<file path="config.mk">
export PLATFORM = sky130hd
export DESIGN_NAME = nn_convnode_backprop
export DESIGN_NICKNAME = d
export VERILOG_FILES = /design/src/rtl/nn_convnode_backprop_pkg.sv /design/src/rtl/nn_sdiff_counter.sv /design/src/rtl/nn_convnode_backprop.sv
export SDC_FILE = /design/constraint.sdc
export NUM_CORES = 1
export LEC_CHECK = 0
export CORE_MARGIN = 2
export CORE_UTILIZATION = 40
export DETAILED_ROUTE_END_ITERATION = 6
export PLACE_DENSITY_LB_ADDON = 0.12
export REMOVE_ABC_BUFFERS = 1
export SKIP_CTS_REPAIR_TIMING = 1
export SLEW_MARGIN = 20
export SYNTH_ARGS = -nofsm -noshare
export SYNTH_HDL_FRONTEND = slang
export SYNTH_SLANG_ARGS = --single-unit
</file>
<file path="constraint.sdc">
create_clock -name CLK -period 5.88 [get_ports CLK]
set_clock_uncertainty 0.1 [all_clocks]
set_input_delay 1.176 -clock CLK [delete_from_list [all_inputs] [get_ports CLK]]
set_output_delay 1.176 -clock CLK [all_outputs]
set_load 0.01 [all_outputs]
</file>
<file path="src/rtl/nn_convnode_backprop_pkg.sv">
// Shared definitions for the stochastic convolution-node backprop path:
// phase FSM encoding, counter width helper and parameter legality check.
package nn_convnode_backprop_pkg;

  // Phase states of the backprop node.
  typedef enum logic [1:0] {
    S_IDLE  = 2'd0,
    S_RUN   = 2'd1,
    S_DRAIN = 2'd2
  } bp_state_e;

  // Plain constants for the state register, kept for legacy tooling.
  localparam logic [1:0] ST_IDLE  = 2'd0;
  localparam logic [1:0] ST_RUN   = 2'd1;
  localparam logic [1:0] ST_DRAIN = 2'd2;

  // Bits needed to hold a popcount of n one-bit products (0..n).
  function automatic int cnt_width(input int n);
    return (n < 1) ? 1 : $clog2(n + 1);
  endfunction

  // True when the window size, counter width and emission threshold fit together.
  function automatic bit params_ok(input int n, input int w, input int l);
    return (n >= 1) && (w >= cnt_width(n) + 1) && (w < 31) &&
           (l >= 1) && (l <= (1 << (w - 1)) - 1);
  endfunction

endpackage

</file>
<file path="src/rtl/nn_sdiff_counter.sv">
// Signed saturating difference counter: accumulates pos-neg each cycle,
// emits a signed pulse whenever the running sum reaches the threshold and
// pays one unit of count back for every pulse.
module nn_sdiff_counter
  import nn_convnode_backprop_pkg::*;
#(
  parameter int W   = 4,
  parameter int CW  = 3,
  parameter int LIM = 1
) (
  input  logic          i_clk,
  input  logic          i_rst,
  input  logic          i_clear,
  input  logic          i_en,
  input  logic [CW-1:0] i_pos,
  input  logic [CW-1:0] i_neg,
  output logic          o_emit,
  output logic          o_emitSign
);

  // One extra bit so that count + pos - neg never wraps before saturation.
  localparam int SW = W + 1;
  localparam logic signed [SW-1:0] P_MAX  = SW'((1 << (W - 1)) - 1);
  localparam logic signed [SW-1:0] P_MIN  = SW'(-(1 << (W - 1)));
  localparam logic signed [SW-1:0] P_LIM  = SW'(LIM);
  localparam logic signed [SW-1:0] P_NLIM = SW'(-LIM);
  localparam logic signed [SW-1:0] P_ONE  = SW'(1);

  logic signed [W-1:0]  r_count;
  logic signed [SW-1:0] w_sum;
  logic signed [SW-1:0] w_adj;
  logic        [W-1:0]  w_next;
  logic                 w_emitPos;
  logic                 w_emitNeg;

  assign w_sum     = $signed({r_count[W-1], r_count}) + $signed(SW'(i_pos)) - $signed(SW'(i_neg));
  assign w_emitPos = (w_sum >= P_LIM);
  assign w_emitNeg = (w_sum <= P_NLIM);

  assign o_emit     = i_en & (w_emitPos | w_emitNeg);
  assign o_emitSign = i_en & w_emitNeg;

  // Pay back one unit per emitted pulse, then clip into the W-bit signed range.
  always_comb begin
    w_adj = w_sum;
    if (w_emitPos) begin
      w_adj = w_sum - P_ONE;
    end else if (w_emitNeg) begin
      w_adj = w_sum + P_ONE;
    end
    if (w_adj > P_MAX) begin
      w_next = P_MAX[W-1:0];
    end else if (w_adj < P_MIN) begin
      w_next = P_MIN[W-1:0];
    end else begin
      w_next = w_adj[W-1:0];
    end
  end

  // Count register: synchronous clear wins over accumulation.
  always_ff @(posedge i_clk or posedge i_rst) begin
    if (i_rst) begin
      r_count <= '0;
    end else if (i_clear) begin
      r_count <= '0;
    end else if (i_en) begin
      r_count <= w_next;
    end
  end

endmodule

</file>
<file path="src/rtl/nn_convnode_backprop.sv">
// Backprop node for the stochastic convolution layer: weights the downstream
// error streams by their forward weights, collapses them through a signed
// difference counter, gates the result by the activation derivative and
// drains any residual count when the backprop phase ends.
module nn_convnode_backprop
  import nn_convnode_backprop_pkg::*;
#(
  parameter int N                  = 4,
  parameter int DIFFCOUNTER_SIZE   = 4,
  parameter int DIFFCOUNT_LOWERLIM = 1
) (
  input  logic         CLK,
  input  logic         INIT,
  input  logic         BP_EN,
  input  logic [N-1:0] delta_in,
  input  logic [N-1:0] SIGN_delta,
  input  logic [N-1:0] alpha,
  input  logic [N-1:0] SIGN_alpha,
  input  logic         zp,
  output logic         delta_out,
  output logic         SIGN_delta_out,
  output logic         BP_DONE
);

  localparam int CW  = cnt_width(N);
  // An illegal parameter set keeps the node permanently quiet instead of
  // producing wrapped, meaningless error streams.
  localparam bit P_OK = params_ok(N, DIFFCOUNTER_SIZE, DIFFCOUNT_LOWERLIM);

  logic [1:0]    r_state;
  logic [1:0]    w_nextState;
  logic          r_deltaOut;
  logic          r_signOut;
  logic          r_done;

  logic [N-1:0]  w_prod;
  logic [N-1:0]  w_prodSign;
  logic [CW-1:0] w_pos;
  logic [CW-1:0] w_neg;
  logic          w_countEn;
  logic          w_active;
  logic          w_clear;
  logic          w_emit;
  logic          w_emitSign;

  assign w_prod     = delta_in & alpha;
  assign w_prodSign = SIGN_delta ^ SIGN_alpha;
  assign w_countEn  = P_OK && (r_state == ST_RUN) && BP_EN;
  assign w_active   = P_OK && ((r_state == ST_RUN) || (r_state == ST_DRAIN));
  assign w_clear    = (r_state == ST_IDLE);

  // Popcount of positive and negative weighted errors; zero outside active RUN.
  always_comb begin
    w_pos = '0;
    w_neg = '0;
    for (int i = 0; i < N; i++) begin
      if (w_countEn && w_prod[i] && !w_prodSign[i]) begin
        w_pos = w_pos + CW'(1);
      end
      if (w_countEn && w_prod[i] && w_prodSign[i]) begin
        w_neg = w_neg + CW'(1);
      end
    end
  end

  nn_sdiff_counter #(
    .W   (DIFFCOUNTER_SIZE),
    .CW  (CW),
    .LIM (DIFFCOUNT_LOWERLIM)
  ) u_counter (
    .i_clk      (CLK),
    .i_rst      (INIT),
    .i_clear    (w_clear),
    .i_en       (w_active),
    .i_pos      (w_pos),
    .i_neg      (w_neg),
    .o_emit     (w_emit),
    .o_emitSign (w_emitSign)
  );

  // Phase FSM: re-enabling during a drain resumes RUN with the count intact.
  always_comb begin
    w_nextState = r_state;
    case (r_state)
      ST_IDLE: begin
        if (BP_EN) w_nextState = ST_RUN;
      end
      ST_RUN: begin
        if (!BP_EN) w_nextState = ST_DRAIN;
      end
      ST_DRAIN: begin
        if (BP_EN) begin
          w_nextState = ST_RUN;
        end else if (!w_emit) begin
          w_nextState = ST_IDLE;
        end
      end
      default: w_nextState = ST_IDLE;
    endcase
  end

  // State register and registered outputs; the sign only moves on an emit.
  always_ff @(posedge CLK or posedge INIT) begin
    if (INIT) begin
      r_state    <= ST_IDLE;
      r_deltaOut <= 1'b0;
      r_signOut  <= 1'b0;
      r_done     <= 1'b0;
    end else begin
      r_state    <= w_nextState;
      r_deltaOut <= w_emit & zp;
      if (w_emit) begin
        r_signOut <= w_emitSign;
      end
      r_done     <= (r_state == ST_DRAIN) && !BP_EN && !w_emit;
    end
  end

  assign delta_out      = r_deltaOut;
  assign SIGN_delta_out = r_signOut;
  assign BP_DONE        = r_done;

endmodule

</file>
==> results of run 1 <==
-- layout by cell type, fill, tap and decap left out, drive strengths merged, types with 3 or more instances in the layout --
| cell type | Yosys | final |
|---|---|---|
| nor4 | 3 | 3 |
| o21ai | 7 | 7 |
| dfrtp | 9 | 9 |
| buf | 2 | 47 |
| a21oi | 8 | 8 |
| and2 | 4 | 4 |
| nor2 | 12 | 12 |
| fa | 3 | 3 |
| xnor2 | 6 | 6 |
| clkdlybuf4s50 | 0 | 11 |
| and3 | 3 | 3 |
| o31ai | 5 | 5 |
| nand3 | 9 | 9 |
| nand2 | 13 | 13 |
| a211oi | 5 | 5 |
| nor2b | 3 | 3 |
| xor2 | 9 | 9 |
| clkbuf | 0 | 4 |
| inv | 19 | 19 |
| dlymetal6s2s | 0 | 9 |
| ha | 24 | 24 |
| nand4 | 5 | 5 |
-- registers in the layout (all words and copies together), names as in the netlist --
signal	count
BP_DONE	1
u_counter.r_count	4
delta_out	1
SIGN_delta_out	1
r_state	2
-- path summary, 6_finish.rpt --
path                                      startpoint                    to  cells past startpoint
worst max-delay path                     delta_in[2]  u_counter.r_count[1]                     21
worst min-delay path            u_counter.r_count[3]  u_counter.r_count[3]                      2
worst max register to register            r_state[1]  u_counter.r_count[1]                     24
worst min register to register  u_counter.r_count[3]  u_counter.r_count[3]                      2
max in group asynchronous                       INIT            r_state[1]                      2
min in group asynchronous                       INIT               BP_DONE                      2
-- cells by family after synthesis --
kind of cell / count (synthesis)
AO/OA/AOI/OAI: 35
XOR/XNOR: 15
adder cells (fa/ha/maj): 27
buffers and inverters: 21
flip-flops: 9
multiplexers: 3
AND/OR/NAND/NOR: 65
-- routing by layer --
metal / up-vias / track usage / share of wire
met5: - / 0 / 0
met3: 11 / 0.0264 / 0.025
li1: 754 / - / -
met1: 713 / 0.227 / 0.43
met4: 0 / 0.0612 / 0.025
met2: 33 / 0.332 / 0.53
-- worst max-delay path: cells and delay by family --
family | cells | cell delay [ps]
AO/OA/AOI/OAI | 4 | 650
XOR/XNOR | 2 | 390
adder cells (fa/ha/maj) | 4 | 1450
buffers and inverters | 3 | 710
AND/OR/NAND/NOR | 8 | 1720
-- power by group through the flow --
stage / logic (uW) / registers (uW) / clock network [uW]
global placement: 1140 / 115 / 0
global route: 1490 / 119 / 55.1
finish: 1340 / 115 / 51.8
floorplan: 729 / 114 / 0
CTS: 1190 / 116 / 53.0
detailed placement: 1170 / 117 / 0
-- through the flow --
| stage | worst slack, ps | hold WS, ps | total power [uW] | utilization |
|---|---|---|---|---|
| final | -147 | 410 | 1510 | 0.677 |
| after global routing | -307 | 437 | 1660 | 0.677 |
| after CTS | -950 | 408 | 1350 | 0.600 |
| after detailed placement | -1230 | 391 | 1290 | 0.592 |
| after global placement | -975 | 387 | 1250 | 0.592 |
| after floorplan | -459 | 352 | 843 | - |
-- cell type report --
| type | instances | area (um2) | area share |
|---|---|---|---|
| well taps | 46 | 57.6 | 0.0249 |
| inverters | 19 | 73.8 | 0.0319 |
| multi-input cells | 145 | 1340 | 0.580 |
| clock buffers | 3 | 22.5 | 0.00974 |
| repair buffers | 68 | 588 | 0.254 |
| clock inverters | 1 | 5.00 | 0.00216 |
| flip-flops and latches | 9 | 225 | 0.0974 |
==> flow_summary_export.csv, run 1 <==
group,metric,value,unit
logic_synthesis,synthMuxAreaShare,0.0216,
pwr,seq_power_share,0.076,
logic_synthesis,postSynthAreaPerCell,8.29,um2
clocking,root_buffer,"clkbuf_4",
timing,tightest_slew,448,ps
logic_synthesis,synth_cell_type_count,46,
logic_synthesis,synthXorXnorAreaFrac,0.0957,
timing,slew_viol_final,0,
routing,first_iter_violations,35,
critical_path,critical_path.most_common_cell,"nand2_1",
timing,slew_headroom,0.701,
timing,hold_viol_final,0,
finish,finalInstanceArea,2310,um2
timing,setup_ws,-147,ps
flow_run,cap_violations,0,
clocking,cts_tree,"built",
floorplanning,fp-row-count,21,
place,dp_hpwl,3040,um
logic_synthesis,synthAdderAreaFrac,0.248,
pwr,internal_power,799,uW
routing,vias_per_cell,5.19,
pwr,switching_power,710,uW
critical_path,endpoint_kind,"flop",
logic_synthesis,ys_ff_latch,9,
logic_synthesis,synthSimpleGateAreaFrac,0.250,
routing,vias,1511,
clocking,cts-buffers-inserted,3,
floorplanning,io_pins,23,
routing,first_pass_iters,4,
logic_synthesis,syn-cell-area,1450,um2
routing,post-route-drc-count,0,
place,post_dp_cell_area,2020,um2
grt,antenna_found_initial,0,
critical_path,cpPeakStageDelay,540,ps
finish,final_nets,293,
logic_synthesis,synthFlopType,"dfrtp_1",
grt,grt_pass1_wl,6090,um
routing,antenna_left,0,
place,port_buffers,22,
finish,diodes,0,
floorplanning,dieWidth,64.2,um
routing,routed_wl,4180,um
finish,fill_cells,273,
critical_path,crit_chain,"clkdlybuf4s50_1 > nand3_1 > nor2b_1 > buf_4 > xor2_2 > ha_1 > nand2_1 > o21ai_2 > fa_1 > inv_2 > fa_2 > xnor2_2 > a211oi_2 > nand2_1 > and2b_2 > ha_4 > or4b_4 > and3_4 > or3_4 > a31o_1 > a221o_1",
logic_synthesis,yosysTopAreaCellShare,0.207,
floorplanning,fp.dieH,64.2,um
worst_hold_path,hold_class,"flop to flop",
grt,grt_pass1_vias,1421,
clocking,clk_pin_slew,70,ps
clocking,insertion_delay,280,ps
clocking,cts_htree_levels,1,
timing,setup_violations,1,
floorplanning,core,3420,um2
logic_synthesis,synthCells,175,
critical_path,worstSetupStartpointType,"primary input",
logic_synthesis,synth_top_family_by_area,"simple AND/OR/NAND/NOR gates",
logic_synthesis,synth_common_cells,"ha_1 (24), inv_1 (19), nand2_1 (13)",
grt,gr-total-overflow,0,
timing,setup_tns,-147,ps
logic_synthesis,yosysSeqAreaShare,0.155,
finish,instances_no_fill,291,
logic_synthesis,synth_most_common_cell,"ha_1",
finish,drive_gt1_frac,0.388,
pwr,ir_worst_vdd,0.506,mV
logic_synthesis,async_reset_ff_frac,1.00,
pwr,clkPwrFrac,0.034,
critical_path,cp_max_fo,5,
timing,max_freq,166,MHz
place,gp_congestion,0.921,
logic_synthesis,synth_compound_gate_area_share,0.169,
place,place_inst,282,
logic_synthesis,synth_edf_count,0,
logic_synthesis,yosysTopAreaCell,"ha_1",
logic_synthesis,synth_warnings,0,
clocking,cts.sinks,9,
pwr,power_density,653,nW/um2
pwr,leakagePower,0.00112,uW
finish,syn_to_final_growth,59.3,%
timing,finalCritPeriodShare,1.02,
critical_path,cp_slowest_cell,"fa_1",
critical_path,crit_arrival,6090,ps
floorplanning,initial_core_util,0.425,
critical_path,reg2reg_slack,160,ps
timing,fin_crit,6030,ps
timing,rsz0062_at_grt,"yes",
status,status,"complete, but fails checks",
pwr,switching_share,0.471,
critical_path,cp.required,5950,ps
floorplanning,dieArea,4130,um2
logic_synthesis,synth.area.top_cells,"ha_1 (21%), dfrtp_1 (16%), xor2_1 (5.4%)",
grt,grt_max_degree,10,
pwr,p_comb_frac,0.890,
clocking,clk_path_buf_depth,2,
critical_path,crit_type,"primary input to flop",
grt,gr-usage-all-layers,0.186,
routing,wl_per_cell,14.4,um
status,failed_checks,"setup timing",
(Power assumes the default switching activity.)
==> run 2: changes to the inputs <==
--- a/config.mk
+++ b/config.mk
@@ -8,6 +8,7 @@
 export CORE_MARGIN = 2
 export CORE_UTILIZATION = 40
 export DETAILED_ROUTE_END_ITERATION = 6
+export MAX_ROUTING_LAYER = met4
 export PLACE_DENSITY_LB_ADDON = 0.12
 export REMOVE_ABC_BUFFERS = 1
 export SKIP_CTS_REPAIR_TIMING = 1
==> run 2 against run 1 <==
  * The flow still finishes with violations (setup timing)
  * Critical path depth decreased by 1
  * Cell count increased by 1.0%
  * Worst setup slack improved by 47 ps
  * Flip-flop and latch count unchanged
  * Non-clock buffer count increased by 3
  * Wire length decreased by 4.6%
  * Critical path type unchanged
  * Utilization increased by 0.95 points
  * Global-route usage increased by 0.86 points
  * Count of clock-buffer cells in the layout increased by 1
==> flow_summary_export.csv, run 2 (synthesis gave the netlist of run 1 again) <==
group,metric,value,unit
critical_path,crit_type,"primary input to flop",
timing,hold_viol_final,0,
flow_run,cap_violations,0,
finish,fill_cells,263,
timing,tightest_slew,426,ps
place,post_dp_cell_area,2030,um2
timing,timing.hold.ws,405,ps
timing,slew_headroom,0.715,
pwr,switching_share,0.468,
pwr,internal_power,812,uW
finish,mostFrequentLayoutCells,"buf_4 (49), ha_1 (19), inv_1 (16), nand2_1 (13), clkdlybuf4s50_1 (11)",
grt,grt_pass1_wl,6310,um
floorplanning,fp.dieH,64.2,um
timing,fin_crit,5980,ps
clocking,cts_tree,"built",
grt,gr-usage-all-layers,0.194,
floorplanning,dieWidth,64.2,um
grt,grt_pass1_vias,1538,
pwr,p_comb_frac,0.892,
pwr,switching_power,715,uW
timing,slew_viol_final,0,
finish,layout_commonest_cell,"buf_4",
finish,drive_gt1_frac,0.383,
critical_path,endpoint_kind,"flop",
routing,vias,1543,
pwr,clkPwrFrac,0.033,
place,dp_hpwl,3070,um
critical_path,worstSetupStartpointType,"primary input",
clocking,insertion_delay,270,ps
pwr,power_density,651,nW/um2
place,port_buffers,22,
clocking,root_buffer,"clkbuf_4",
floorplanning,dieArea,4130,um2
routing,routed_wl,3990,um
routing,first_pass_iters,4,
finish,finalInstanceArea,2340,um2
routing,post-route-drc-count,0,
status,status,"complete, but fails checks",
place,gp_congestion,0.922,
critical_path,cp.required,5930,ps
clocking,cts_htree_levels,1,
grt,gr-total-overflow,0,
grt,grt_max_degree,10,
finish,final_nets,296,
pwr,seq_power_share,0.075,
finish,top_regs,"u_counter.r_count (4), r_state (2)",
clocking,cts.sinks,9,
finish,final_core_util,0.686,
timing,setup_ws,-99.3,ps
clocking,clk_path_buf_depth,2,
floorplanning,core,3420,um2
status,failed_checks,"setup timing",
routing,vias_per_cell,5.25,
critical_path,cp_max_fo,5,
critical_path,crit_arrival,6030,ps
floorplanning,initial_core_util,0.425,
pwr,leakagePower,0.00114,uW
finish,largest_reg_flops,4,
grt,antenna_found_initial,0,
floorplanning,io_pins,23,
clocking,cts-buffers-inserted,3,
routing,first_iter_violations,25,
worst_hold_path,hold_class,"flop to flop",
pwr,ir_worst_vdd,0.587,mV
floorplanning,fp-row-count,21,
timing,max_freq,167,MHz
finish,diodes,0,
timing,finalCritPeriodShare,1.02,
clocking,clk_pin_slew,70,ps
finish,top_register,"u_counter.r_count",
routing,antenna_left,0,
routing,wl_per_cell,13.6,um
timing,setup_violations,1,
finish,syn_to_final_growth,61.6,%
timing,rsz0062_at_grt,"yes",
==> run 2: cell type report <==
class / count / area [um2] / share of cell area
timing repair buffer: 71 / 614 / 0.262
tap: 46 / 57.6 / 0.0245
inverter: 19 / 73.8 / 0.0315
multi-input combinational: 145 / 1350 / 0.575
sequential: 9 / 225 / 0.0961
clock buffer: 4 / 26.3 / 0.0112
==> run 2: worst max-delay path, stage by stage <==
cell and delay [ps]:
dlymetal6s2s_1 150, xor2_2 180, or2_4 250, ha_1 200, o31ai_2 290, ha_1 300
mux2i_2 200, fa_1 440, inv_2 100, ha_4 220, a2111oi_4 310, a31oi_1 80
nand2_1 110, and2b_2 240, ha_4 260, or4b_4 460, and3_4 190, or3_4 400
a31o_1 220, a221o_1 280
==> run 2: routing by layer <==
metal / track usage / vias up / wire length [um]
met5: - / - / 0
met4: 0.0559 / 0 / 101
met3: 0.0229 / 13 / 52
met2: 0.339 / 16 / 2070
met1: 0.236 / 750 / 1760
li1: - / 764 / -
==> run 2: final timing paths <==
path | start | endpoint | slack (ps) | depth (start not counted)
worst max-delay path | SIGN_delta[1] | u_counter.r_count[1] | -100 | 20
worst min-delay path | u_counter.r_count[3] | u_counter.r_count[3] | 410 | 2
worst max register to register | r_state[1] | u_counter.r_count[1] | 170 | 22
worst min register to register | u_counter.r_count[3] | u_counter.r_count[3] | 410 | 2
max in group asynchronous | INIT | u_counter.r_count[1] | 4370 | 2
min in group asynchronous | INIT | delta_out | 1060 | 2
==> run 2: metrics by stage <==
stage | setup slack [ps] | TNS (ps) | total power, uW | instances
CTS | -968 | -6330 | 1360 | 287
global route | -331 | -502 | 1690 | 294
finish | -99.3 | -99.3 | 1530 | 294
global placement | -970 | -6270 | 1260 | 283
floorplan | -459 | -783 | 843 | 173
detailed placement | -1230 | -8690 | 1300 | 283
==> run 2: power by group through the flow <==
stage          clock network, uW  registers [uW]  logic, uW
6_report                    50.7             115       1360
5_1_grt                     53.8             119       1520
4_1_cts                     50.7             115       1200
3_5_place_dp                   0             116       1190
3_3_place_gp                   0             115       1150
2_1_floorplan                  0             114        729
==> run 3: changes to the inputs <==
--- a/config.mk
+++ b/config.mk
@@ -15,4 +15,5 @@
 export SLEW_MARGIN = 20
 export SYNTH_ARGS = -nofsm -noshare
 export SYNTH_HDL_FRONTEND = slang
+export SYNTH_HIERARCHICAL = 1
 export SYNTH_SLANG_ARGS = --single-unit
==> run 3 against run 2 <==
  * Flip-flop and latch count unchanged
  * Via count fell by 8.7%
  * Die area down 2.6%
  * Count of clock-buffer cells in the layout stayed put
  * Non-clock buffer count fell by 6
  * Largest cell class unchanged
  * The flow now finishes without violations
  * Register-to-register slack improved by 260 ps
  * Synthesized cell count is 12% lower
==> flow_summary_export.csv, run 3 <==
group,metric,value,unit
critical_path,crit_type,"primary input to flop",
logic_synthesis,synthMuxAreaShare,0.0381,
logic_synthesis,synthCells,154,
logic_synthesis,postSynthAreaPerCell,9.16,um2
logic_synthesis,synth_edf_count,0,
critical_path,cp.required,5920,ps
worst_hold_path,hold_class,"flop to flop",
critical_path,regToRegEndpoint,"u_counter/r_count[2]",
logic_synthesis,yosysSeqAreaShare,0.160,
logic_synthesis,ys_ff_latch,9,
timing,hold_viol_final,0,
routing,first_pass_iters,4,
pwr,power_density,558,nW/um2
floorplanning,fp-row-count,21,
critical_path,endpoint_kind,"flop",
clocking,clk_pin_slew,50,ps
place,dp_hpwl,2870,um
grt,grt_pass1_vias,1402,
finish,final_nets,268,
floorplanning,io_pins,23,
critical_path,worstSetupStartpointType,"primary input",
logic_synthesis,synthSimpleGateAreaFrac,0.207,
timing,slew_headroom,0.731,
routing,wl_per_cell,14.4,um
clocking,cts_tree,"built",
logic_synthesis,synth_most_common_cell,"ha_1",
status,status,"complete, no violations",
logic_synthesis,synth_warnings,6,
place,gp_congestion,0.871,
routing,antenna_left,0,
logic_synthesis,synthXorXnorAreaFrac,0.152,
finish,top_register,"u_counter/r_count",
floorplanning,fp.dieH,63.4,um
clocking,cts_htree_levels,1,
clocking,insertion_delay,250,ps
routing,vias_per_cell,5.23,
critical_path,cp_max_fo,6,
finish,fill_cells,287,
clocking,root_buffer,"clkbuf_4",
routing,first_iter_violations,54,
critical_path,r2r_start,"r_state[1]",
worst_hold_path,whs_path_depth,1,
grt,antenna_found_initial,0,
critical_path,crit_arrival,5820,ps
logic_synthesis,yosysTopAreaCell,"ha_1",
grt,grt_max_degree,8,
floorplanning,core,3360,um2
finish,drive_gt1_frac,0.390,
logic_synthesis,async_reset_ff_frac,1.00,
finish,diodes,0,
logic_synthesis,synth.area.top_cells,"ha_1 (19%), dfrtp_1 (16%), xor2_1 (6.2%)",
grt,grt_pass1_wl,6150,um
floorplanning,initial_core_util,0.420,
finish,top_regs,"u_counter/r_count (4), r_state (2)",
logic_synthesis,synthFlopType,"dfrtp_1",
logic_synthesis,synthAdderAreaFrac,0.229,
timing,fin_crit,5780,ps
routing,routed_wl,3890,um
routing,post-route-drc-count,0,
place,port_buffers,22,
flow_run,cap_violations,0,
timing,slew_viol_final,0,
timing,setup_violations,0,
worst_hold_path,min_from,"SIGN_delta_out",
worst_hold_path,holdPathEnd,"SIGN_delta_out",
clocking,clk_path_buf_depth,2,
grt,gr-usage-all-layers,0.194,
timing,max_freq,173,MHz
timing,finalCritPeriodShare,0.982,
pwr,p_total,1270,uW
finish,largest_reg_flops,4,
logic_synthesis,synth_top_family_by_area,"adder cells",
finish,mostFrequentLayoutCells,"buf_4 (43), ha_1 (17), inv_1 (16), dlymetal6s2s_1 (11), clkdlybuf4s50_1 (11)",
timing,setup_tns,0,ps
logic_synthesis,yosysTopAreaCellShare,0.186,
logic_synthesis,synth_cell_type_count,44,
clocking,cts-buffers-inserted,3,
pwr,ir_worst_vdd,0.475,mV
finish,final_core_util,0.674,
critical_path,reg2reg_slack,430,ps
routing,vias,1408,
logic_synthesis,synth_compound_gate_area_share,0.169,
clocking,cts.sinks,9,
floorplanning,dieArea,4020,um2
critical_path,ff2ff_path_depth,23,
logic_synthesis,syn-cell-area,1410,um2
timing,tightest_slew,401,ps
logic_synthesis,synth_common_cells,"ha_1 (21), inv_1 (17), nor2_1 (11)",
finish,syn_to_final_growth,60.7,%
grt,gr-total-overflow,0,
pwr,leakagePower,0.00112,uW
floorplanning,dieWidth,63.4,um
finish,layout_commonest_cell,"buf_4",
==> run 3: cell count changes in the layout (fill, tap and decap cells not counted), sizes merged, moves of 3 or more <==
cell	change
a211oi	-5
buf	-7
ha	-3
nand2	-11
nand3	-4
nand4	+3
nor4	-3
o21ai	-6
xnor2	+3
==> run 3: worst max-delay path by stage <==
stage	cells after the start	startpoint	to	slack (ps)
final	18	delta_in[2]	u_counter/r_count[2]	100
after global routing	19	alpha[2]	u_counter/r_count[2]	-50
after CTS	24	SIGN_delta[1]	r_state[0]	-220
after detailed placement	24	SIGN_delta[1]	r_state[0]	-490
after global placement	21	SIGN_delta[0]	u_counter/r_count[0]	-420
after floorplan	22	SIGN_alpha[0]	r_state[0]	100
==> run 3: final cells by class <==
type / count / area (um2) / area share
tap: 46 / 57.6 / 0.0254
clock buffer: 4 / 26.3 / 0.0116
multi-input combinational: 128 / 1330 / 0.584
sequential: 9 / 225 / 0.0993
timing repair buffer: 65 / 571 / 0.252
inverter: 17 / 63.8 / 0.0281
==> run 3: power breakdown <==
| part | switching (uW) | internal [uW] | total, uW |
|---|---|---|---|
| Combinational | 552 | 566 | 1120 |
| Clock | 18.9 | 26.0 | 44.9 |
| Sequential | 16.0 | 87.6 | 104 |
==> run 3: logic make-up after synthesis <==
logic type / count (synthesis)
muxes: 5
DFF: 9
AOI/OAI and AO/OA: 28
and+or+nand+nor: 50
xor gates and xnor gates: 21
adders and majority gates: 24
buffers and inverters: 17
==> run 3: metal layers <==
| layer | up-vias | global-route usage | wire, um |
|---|---|---|---|
| met5 | - | - | 0 |
| met4 | 0 | 0.0245 | 17 |
| met3 | 6 | 0.0286 | 121 |
| met2 | 35 | 0.343 | 2060 |
| met1 | 668 | 0.240 | 1690 |
| li1 | 699 | - | - |
==> run 3: stage by stage <==
| stage | area (um2) | hold slack (ps) | instances | setup slack (ps) |
|---|---|---|---|---|
| finish | 2270 | 409 | 269 | 103 |
| CTS | 1990 | 416 | 262 | -216 |
| floorplan | 1410 | 381 | 154 | 100 |
| global route | 2270 | 444 | 269 | -51.6 |
| global placement | 1960 | 392 | 258 | -422 |
| detailed placement | 1960 | 399 | 258 | -488 |
==> run 3: worst max-delay path, stage by stage <==
cell	delay, ps
clkdlybuf4s50_1	480
and4_4	290
and3_1	190
nor2_1	50
ha_1	300
nand3_2	90
o31ai_4	80
fa_2	530
fa_2	440
a21o_1	210
a2111oi_4	430
xnor2_2	150
o21a_1	240
buf_4	150
o41ai_4	370
xnor2_2	210
a21oi_2	110
a221o_1	320
==> edit, RTL diff (config.mk and constraints of run 3) <==
Set the parameter `DIFFCOUNTER_SIZE` to 8 (it was 4).
--- a/src/rtl/nn_convnode_backprop.sv
+++ b/src/rtl/nn_convnode_backprop.sv
@@ -8,3 +8,3 @@
   parameter int N                  = 4,
-  parameter int DIFFCOUNTER_SIZE   = 4,
+  parameter int DIFFCOUNTER_SIZE   = 8,
   parameter int DIFFCOUNT_LOWERLIM = 1
Formal check against the unedited RTL: not equivalent (Yosys sat finds a counterexample within 10 cycles, from zero or initial values).
==> edit against run 3 <==
  * The flow now finishes with violations (negative setup slack)
  * Critical path depth grew 7
  * Area after synthesis grew 74%
  * Wire length grew 88%
  * Sequential cell count grew 4
  * Worst hold slack is essentially flat
  * Final area grew 73%
  * Core utilization shrank 1.1 points
  * Via count grew 83%
  * Worst setup slack lost 0.47 ns
  * Critical path type unchanged
  * Critical endpoint is now u_counter/r_count[3]
  * Highest routed layer unchanged
Power is not shown: default switching activity piles up to over one toggle a cycle in this logic, so the estimate is an artifact.
==> edit: results (changes against run 3) <==
[status]
run_status=complete, but fails checks
violations=negative setup slack

[setup_path]
critPathSlowestCell=sky130_fd_sc_hd__fa_1
worstReg2RegEnd=u_counter/r_count[3]
timing.critical_path.fanout_max=4  ; -2
r2r_slack_ns=-0.03  ; -0.46 ns
timing.critical_path.arrival_ns=6.30  ; +0.48 ns
worst_path_dominant_cell_family=adder cells
crit_start=SIGN_delta[1]

[drt]
wl_um=7297  ; +88%
vias=2571  ; +83%

[sta]
finalSetupViolCount=10  ; +10
timing.final.ws_setup_ns=-0.3688  ; -0.4721 ns

[placed_design]
gpl.final_weighted_congestion=0.9180  ; +5.4%
dp_hpwl_um=5565  ; +94%
dpl_worst_slack_ns=-1.250  ; -0.7626 ns

[cts]
cts.root.buffer_cell=sky130_fd_sc_hd__clkbuf_8

[yosys]
post_synth_num_cell_types=81  ; +84%
sequential_to_total_area_share_from_yosys_stat_pct=13.21  ; -2.7 points
synth_top_cells_by_area=sky130_fd_sc_hd__dfrtp_1, sky130_fd_sc_hd__ha_1, sky130_fd_sc_hd__inv_1, sky130_fd_sc_hd__nor2_1, sky130_fd_sc_hd__xnor2_1
synth_commonest_cells=sky130_fd_sc_hd__inv_1, sky130_fd_sc_hd__nor2_1, sky130_fd_sc_hd__ha_1, sky130_fd_sc_hd__dfrtp_1, sky130_fd_sc_hd__nand2_1

[global_route]
grt_start_max_net_pins=19  ; +11
number_of_global_route_vias_before_repair=2206  ; +57%
gr-usage-all-layers_pct=20.62  ; +1.2 points

[cells_and_area]
reg_top3=u_counter/r_count x8, r_state x2
nets=444  ; +66%

[edit: changes by cell type after synthesis, moves of 5 or more]
cell and change:
sky130_fd_sc_hd__a311oi_1 +7, sky130_fd_sc_hd__o21ai_0 +5, sky130_fd_sc_hd__nor2_1 +15, sky130_fd_sc_hd__inv_1 +11, sky130_fd_sc_hd__nor4_1 +8, sky130_fd_sc_hd__nand2_1 +9
[edit: worst max path at each step]
stage	endpoint	slack (ns)
5_1_grt	u_counter/r_count[4]	-0.62
2_1_floorplan	u_counter/r_count[3]	-0.88
3_3_place_gp	u_counter/r_count[3]	-1.19
3_5_place_dp	u_counter/r_count[3]	-1.25
6_report	u_counter/r_count[3]	-0.37
4_1_cts	u_counter/r_count[5]	-1.01
[edit: metrics by stage]
step                setup TNS, ns  std cells  hold WS (ns)
finish                     -2.931        470        0.4093
CTS                        -10.46        461        0.4132
global route               -5.797        470        0.4492
global placement           -12.98        457        0.3939
detailed placement         -13.55        457        0.4011
floorplan                  -6.928        280        0.4327
[edit: kinds of logic after synthesis]
family / after synthesis / synth area share [%]
AOI/OAI and AO/OA: 76 / 27.34
xor gates and xnor gates: 21 / 9.452
adders and majority gates: 30 / 16.06
buffers and inverters: 36 / 6.758
DFF: 13 / 13.21
muxes: 7 / 2.998
and+or+nand+nor: 103 / 24.19
[edit: area by class of cell]
class,count,area (um2),area share (%)
multi-input combinational,238,2437,62.06
timing repair buffer,110,913.4,23.26
sequential,13,325.3,8.283
inverter,30,112.6,2.867
tap,75,93.84,2.389
clock buffer,4,45.04,1.147
[edit: routing by layer]
metal	global-route usage (%)	part of all wire (%)	up-vias
met2	31.37	48	50
li1	-	-	1299
met3	2.065	2.9	4
met5	-	0	-
met4	1.000	0.79	0
met1	30.97	48	1218
